`src/rtl/f4_ram_ctrl_pkg.sv`:
```
// Shared definitions for the f4 RAM controller.
// This package holds the controller state set and the default geometry.
package f4_ram_ctrl_pkg;

    localparam int DEF_MAP_SIZE = 25;
    localparam int DEF_ADDR_W   = 7;
    localparam int REPLAY_W     = 4;

    typedef enum logic [1:0] {
        ST_IDLE,
        ST_FILL,
        ST_DRAIN,
        ST_FLUSH
    } state_e;

endpackage

```
`src/rtl/f4_ram_ctrl.sv`:
```
// f4 RAM sequencer: one frame is written from S4, then read back by the consumer.
// Optional replay of the read pass is enabled with the macro F4_RAM_CTRL_REPLAY_EN.
module f4_ram_ctrl
    import f4_ram_ctrl_pkg::*;
#(
    parameter int MAP_SIZE = DEF_MAP_SIZE,
    parameter int ADDR_W   = DEF_ADDR_W
) (
    input  logic              clk,
    input  logic              rst,
    input  logic              start,
    input  logic              s4_vld,
    input  logic              fc_rd_en,
`ifdef F4_RAM_CTRL_REPLAY_EN
    input  logic [REPLAY_W-1:0] replay_cnt,
`endif
    output logic              f4_wr_en,
    output logic [ADDR_W-1:0] f4_waddr,
    output logic [ADDR_W-1:0] f4_raddr,
    output logic              f4_rd_vld,
    output logic              f4_rd_last,
    output logic              busy,
    output logic              frame_done,
    output logic              err_ovf
);

    localparam logic [ADDR_W-1:0] LAST_ADDR = ADDR_W'(MAP_SIZE - 1);

    state_e            state_q;
    logic [ADDR_W-1:0] wcnt_q, wcnt_d;
    logic [ADDR_W-1:0] rcnt_q, rcnt_d;
    logic              rd_vld_q, rd_last_q, frame_done_q, err_q;
    logic              fillAcc, issue, lastPass, wrapRead, finalIssue;

    assign fillAcc    = (state_q == ST_FILL) && s4_vld;
    assign issue      = (state_q == ST_DRAIN) && fc_rd_en;
    assign wrapRead   = issue && (rcnt_q == LAST_ADDR);
    assign wcnt_d     = (wcnt_q == LAST_ADDR) ? '0 : wcnt_q + 1'b1;
    assign rcnt_d     = (rcnt_q == LAST_ADDR) ? '0 : rcnt_q + 1'b1;
    assign finalIssue = wrapRead && lastPass;

`ifdef F4_RAM_CTRL_REPLAY_EN
    logic [REPLAY_W-1:0] replay_q, pass_q;

    // replay_cnt is captured at start so the pass count is fixed for the whole frame
    always_ff @(posedge clk or posedge rst) begin
        if (rst) begin
            replay_q <= '0;
            pass_q   <= '0;
        end else if (state_q == ST_IDLE && start) begin
            replay_q <= replay_cnt;
            pass_q   <= '0;
        end else if (wrapRead && !lastPass) begin
            pass_q   <= pass_q + 1'b1;
        end
    end

    assign lastPass = (pass_q == replay_q);
`else
    assign lastPass = 1'b1;
`endif

    always_ff @(posedge clk or posedge rst) begin
        if (rst) begin
            state_q      <= ST_IDLE;
            wcnt_q       <= '0;
            rcnt_q       <= '0;
            rd_vld_q     <= 1'b0;
            rd_last_q    <= 1'b0;
            frame_done_q <= 1'b0;
            err_q        <= 1'b0;
        end else begin
            rd_vld_q     <= issue;
            rd_last_q    <= wrapRead;
            frame_done_q <= finalIssue;
            if (s4_vld && state_q != ST_FILL) begin
                err_q <= 1'b1;
            end
            if (fillAcc) begin
                wcnt_q <= wcnt_d;
            end
            if (issue) begin
                rcnt_q <= rcnt_d;
            end
            // FLUSH exists so frame_done lines up with the last read data
            case (state_q)
                ST_IDLE:  if (start) state_q <= ST_FILL;
                ST_FILL:  if (fillAcc && wcnt_q == LAST_ADDR) state_q <= ST_DRAIN;
                ST_DRAIN: if (finalIssue) state_q <= ST_FLUSH;
                ST_FLUSH: state_q <= ST_IDLE;
                default:  state_q <= ST_IDLE;
            endcase
        end
    end

    assign f4_wr_en   = fillAcc;
    assign f4_waddr   = wcnt_q;
    assign f4_raddr   = rcnt_q;
    assign f4_rd_vld  = rd_vld_q;
    assign f4_rd_last = rd_last_q;
    assign frame_done = frame_done_q;
    assign busy       = (state_q != ST_IDLE);
    assign err_ovf    = err_q;

endmodule
```
`config.mk`:
```
export PLATFORM = sky130hd
export DESIGN_NAME = f4_ram_ctrl
export DESIGN_NICKNAME = d
export VERILOG_FILES = /design/src/rtl/f4_ram_ctrl_pkg.sv /design/src/rtl/f4_ram_ctrl.sv
export SDC_FILE = /design/constraint.sdc
export NUM_CORES = 1
export LEC_CHECK = 0
export BUFFER_PORTS_ARGS = -buffer_cell sky130_fd_sc_hd__buf_4
export CORE_MARGIN = 4
export CORE_UTILIZATION = 52
export CTS_BUF_LIST = sky130_fd_sc_hd__clkbuf_8
export DETAILED_ROUTE_END_ITERATION = 12
export GPL_TIMING_DRIVEN = 0
export PLACE_DENSITY_LB_ADDON = 0.3
export RECOVER_POWER = 25
export SYNTH_ARGS = -nofsm -noshare
export SYNTH_HDL_FRONTEND = slang
export SYNTH_SLANG_ARGS = --single-unit
export TNS_END_PERCENT = 20
```
`constraint.sdc`:
```
create_clock -name clk -period 2.15 [get_ports clk]
set_input_delay 0 -clock clk [delete_from_list [all_inputs] [get_ports clk]]
set_output_delay 0 -clock clk [all_outputs]
set_load 0.03 [all_outputs]
```
==> results.toml, run 1 <==
[status]
status = "finished clean"

[drt]
viasPerCell = 5.44
wl_mm = 2.07
wl_per_cell_um = 13.4
firstDrtPassIters = 4
initialDrtViolationCount = 18
route.detailed.drc = 0
route.vias.total = 838
postRouteAntennaNets = 0

[floorplanning]
die_h_um = 51.8
rows = 15
ios = 25
die-area_um2 = 2680
core_um2 = 1760
die_x_um = 51.8
initial_core_util_pct = 56.5

[global_routing]
grt_pass1_vias = 856
grt_overflow = 0
antenna_found_initial = 0
grt_start_max_net_pins = 20
grt_pass1_wl_mm = 3.68
grt.total_usage_pct = 18.9

[logic_synthesis]
yosysUniqueCellTypes = 28
async_flop_share_pct = 100
avgSynthCellArea_um2 = 10.1
yosys_warnings = 0
synth_nets = 111
synth-seq-cells = 19
synth_flop_cell = "dfrtp_1"
synth_edf_count = 0
synth_area_um2 = 997
syn_inst = 99
synth_seq_area_share_pct = 47.7

[sta]
finalSetupViolations = 0
drv_slew = 0
worstMarginPinSlew_ns = 0.697
fin_crit_ns = 1.71
max_freq_ghz = 0.585
tns_ns = 0
period_share_pct = 79.5
hold_viol = 0
clock-skew-final_ns = 0.00346
relSlewSlack_pct = 53.5
rsz0062_at_grt = "false"
hold_slack_ns = 0.0687
setup_ws_ns = 0.441

[clock_tree]
cts_setup_buffers = 0
root_buffer = "clkbuf_8"
cts_buffers = 3
path_clk_slew_ns = 0.07
cts_sinks = 19
cts_tree = "built"
insertion_delay_ns = 0.26
cts_buffer_depth = 2
ctsHtreeMaxLevel = 1

[finish]
post-route-util_pct = 69.3
final_area_um2 = 1220
syn2layout_area_growth_pct = 22.6
seqCellArea_um2 = 475
stdcell_count = 154
mostFrequentLayoutCell = "dfrtp_1"
multiInputGateArea_um2 = 469
drive_above_1_share_pct = 15.5
layout_common_cells = "19 x dfrtp_1, 14 x clkbuf_1, 12 x nand2_1"
n_fill_cell = 178
antenna_cells = 0
nNetsFinal = 142

[worst_setup_path]
cp_max_fo = 6
worstSetupStartpointType = "register"
worstPathArrival_ns = 1.85
crit_required_ns = 2.29
path_class = "register to register"
endpoint_kind = "register"

[placement]
hpwl_mm = 1.55
place_inst = 148
gp_congestion = 0.858
post_dp_cell_area_um2 = 1210
port_buffers = 24
dp_slack_ns = 0.448

[pwr]
p_per_area_nw_per_um2 = 1370
p_leak_nw = 0.588
ir_drop_mv = 0.906
p_total_mw = 1.68

[min_path]
hp-class = "primary input to register"

[run]
cap_violations = 0
registers in the layout, indices dropped and copies added, names as in the netlist:
signal	count
frame_done	1
state_q	2
f4_waddr	7
err_ovf	1
f4_raddr	7
f4_rd_vld	1
worst max-delay path, stage by stage, from the launching register on:
cell and delay [ns]:
dfrtp_1 0.43, inv_1 0.08, ha_1 0.14, nor4b_2 0.28
a31o_1 0.23, o211ai_2 0.12, mux2_4 0.30
power breakdown:
part | total [mW] | internal [mW] | leakage, nW | switching, mW
Combinational | 0.807 | 0.300 | 0.321 | 0.506
Sequential | 0.620 | 0.469 | 0.241 | 0.151
Clock | 0.249 | 0.129 | 0.0255 | 0.120
cell usage after synthesis (2+ instances only):
cell type / number / area share [%]
o21ai_0: 5 / 2.5
or2_1: 2 / 1.3
o21ai_1: 4 / 2.0
nor2_1: 3 / 1.1
mux2i_1: 2 / 2.0
a21o_1: 3 / 2.3
a31oi_1: 2 / 1.3
nand3_1: 8 / 4.0
inv_1: 11 / 4.1
nor3_1: 2 / 1.0
xor2_1: 3 / 2.6
nand2_1: 12 / 4.5
dfrtp_1: 19 / 48
a21oi_1: 3 / 1.5
ha_1: 7 / 8.8
per-layer routing:
metal | track usage [%] | wire length [um]
met1 | 21.6 | 878
met2 | 32.8 | 1050
met3 | 4.01 | 111
met4 | 9.61 | 30
met5 | 0 | 0
layout make-up:
cell class,count,share of cell area (%)
flip-flops and latches,19,38.9
clock buffers,3,3.38
inverters,12,3.68
well taps,25,2.56
repair buffers,26,12.1
plain buffers,1,0.614
multi-input cells,67,38.4
clock inverters,1,0.409
cells by family after synthesis:
kind of cell,share of synthesized area [%]
AOI/OAI and AO/OA,14.4
muxes,3.51
DFF,47.7
xor gates and xnor gates,2.64
and+or+nand+nor,17.7
buffers and inverters,5.27
adders and majority gates,8.78
final timing paths:
kind                                         start                endpoint  slack, ns  depth (start not counted)
setup / recovery           f4_waddr[0]$_DFFE_PP0P_  state_q[1]$_DFFE_PP0P_       0.44                          6
hold / removal                            fc_rd_en    frame_done$_DFF_PP0_       0.07                          3
setup reg to reg           f4_waddr[0]$_DFFE_PP0P_  state_q[1]$_DFFE_PP0P_       0.44                          6
hold reg to reg                err_ovf$_DFFE_PP0P_     err_ovf$_DFFE_PP0P_       0.46                          1
max in group asynchronous                      rst    frame_done$_DFF_PP0_       1.30                          3
min in group asynchronous                      rst  state_q[0]$_DFFE_PP0P_       0.41                          3
timing repair:
item | in CTS | in global routing
hold buffers | 2 | 0
gates resized for setup | 0 | 0
hold endpoints to repair | 20 | 0
(Power assumes the default switching activity.)
==> run 2: changes to the inputs <==
==> constraint.sdc (replaced) <==
create_clock -name clk -period 1.6 [get_ports clk]
set_input_delay 0 -clock clk [delete_from_list [all_inputs] [get_ports clk]]
set_output_delay 0 -clock clk [all_outputs]
set_load 0.03 [all_outputs]
==> run 2 against run 1 <==
  * The flow now finishes with violations (setup timing)
  * Via count grew 2.3%
  * Critical path depth unchanged
  * Clock power up 35%
  * Critical endpoint unchanged
  * Final area up 9.4%
  * Fmax grew 6.6%
  * Count of clock-buffer cells in the layout unchanged
  * Sequential share of layout area is 2.9 points lower
  * Flip-flop and latch count unchanged
  * Combinational power rose by 71%
==> results.toml, run 2 (synthesis results as in run 1) <==
[placement]
hpwl_mm = 1.57
place_inst = 148
gp_congestion = 0.785
port_buffers = 24

[clock_tree]
cts_buffer_depth = 2
cts_buffers = 3
cts_sinks = 19
ctsHtreeMaxLevel = 1
cts_tree = "built"
insertion_delay_ns = 0.26
path_clk_slew_ns = 0.07
root_buffer = "clkbuf_8"

[global_routing]
grt_pass1_wl_mm = 3.66
grt_pass1_vias = 815
grt.total_usage_pct = 18.3
grt_overflow = 0
grt_start_max_net_pins = 20
antenna_found_initial = 0

[drt]
wl_mm = 2.28
firstDrtPassIters = 4
route.vias.total = 857
postRouteAntennaNets = 0
viasPerCell = 5.29
wl_per_cell_um = 14.1
route.detailed.drc = 0
initialDrtViolationCount = 15

[pwr]
p_leak_nw = 0.624
ir_drop_mv = 1.00
p_per_area_nw_per_um2 = 1900

[worst_setup_path]
crit_required_ns = 1.74
path_class = "register to register"
endpoint_kind = "register"
cp_max_fo = 3
cpLargestDelayFamily = "flip-flops"
crit_path_max_incr_delay_ns = 0.42
crit_chain = "inv_2, ha_4, nor4b_4, a31o_1, o211ai_2, mux2_4"
worstSetupStartpointType = "register"
worstPathArrival_ns = 1.75
critPathSlowestCell = "dfrtp_2"
crit_buf_inv = 1

[floorplanning]
die_h_um = 51.8
die_x_um = 51.8
core_um2 = 1760
initial_core_util_pct = 56.5
die-area_um2 = 2680
rows = 15
ios = 25

[status]
violations = "setup timing"
status = "finished, violations left"

[sta]
worstMarginPinSlew_ns = 0.703
period_share_pct = 100
rsz0062_at_grt = "true"
tns_ns = -0.00318
finalSetupViolations = 1
setup_ws_ns = -0.00318
max_freq_ghz = 0.624
drv_slew = 0
relSlewSlack_pct = 53.1
hold_viol = 0
fin_crit_ns = 1.60
clock-skew-final_ns = 0.00592

[finish]
antenna_cells = 0
mostFrequentLayoutCell = "buf_4"
post-route-util_pct = 75.8
nNetsFinal = 150
syn2layout_area_growth_pct = 34.1
stdcell_count = 162
drive_above_1_share_pct = 32.1
layout_common_cells = "20 x buf_4, 14 x dfrtp_1, 13 x clkbuf_1"

[min_path]
hp-class = "primary input to register"

[run]
cap_violations = 0
run 2: power by group:
part           internal (mW)  switching [mW]
combinational          0.591           0.790
clock                  0.173           0.163
sequential             0.642           0.186
total                   1.41            1.14
run 2: path summary, 6_finish.rpt:
kind | startpoint | endpoint | slack (ns) | cells past startpoint
max | f4_waddr[1]$_DFFE_PP0P_ | state_q[1]$_DFFE_PP0P_ | -0.003 | 6
max reg2reg | f4_waddr[1]$_DFFE_PP0P_ | state_q[1]$_DFFE_PP0P_ | -0.003 | 6
min in group asynchronous | rst | f4_raddr[3]$_DFFE_PP0N_ | 0.41 | 3
min reg2reg | err_ovf$_DFFE_PP0P_ | err_ovf$_DFFE_PP0P_ | 0.47 | 1
min | fc_rd_en | frame_done$_DFF_PP0_ | 0.05 | 3
max in group asynchronous | rst | f4_raddr[2]$_DFFE_PP0N_ | 0.70 | 3
run 2: worst register-to-register path, stage by stage, from the launching register on:
cell      delay, ns
dfrtp_2        0.42
inv_2          0.08
ha_4           0.12
nor4b_4        0.23
a31o_1         0.23
o211ai_2       0.11
mux2_4         0.30
run 2: per-layer routing:
metal | up-vias | track usage, % | part of all wire [%]
li1 | 418 | - | -
met1 | 408 | 22.3 | 43
met2 | 26 | 32.0 | 50
met3 | 5 | 2.29 | 5.0
met4 | 0 | 7.86 | 2.0
met5 | - | 0 | 0
run 2: cell type report:
type / count / area (um2)
Tap cell: 25 / 31.3
Clock inverter: 1 / 5.00
Sequential cell: 19 / 482
Timing Repair Buffer: 34 / 211
Inverter: 12 / 45.0
Fill cell: 141 / 427
Multi-Input combinational cell: 67 / 514
Buffer: 1 / 7.51
Clock buffer: 3 / 41.3
run 2: what timing repair did:
item | CTS | global route
setup endpoints to repair | 1 | 4
pin swaps | 2 | 2
hold endpoints to repair | 20 | 0
gates resized for setup | 0 | 6
setup buffers | 3 | 5
hold buffers | 2 | 0
run 2: per-stage QoR:
stage          power, mW  hold WS, ns  worst slack [ns]  area (um2)
2_1_floorplan       1.67      -0.0492           -0.0153        1020
3_3_place_gp        2.01        0.148          -0.00586        1240
3_5_place_dp        2.07        0.158           -0.0224        1240
4_1_cts             2.46       0.0578           0.00157        1330
5_1_grt             2.73       0.0622           -0.0555        1340
6_report            2.55       0.0486          -0.00318        1340
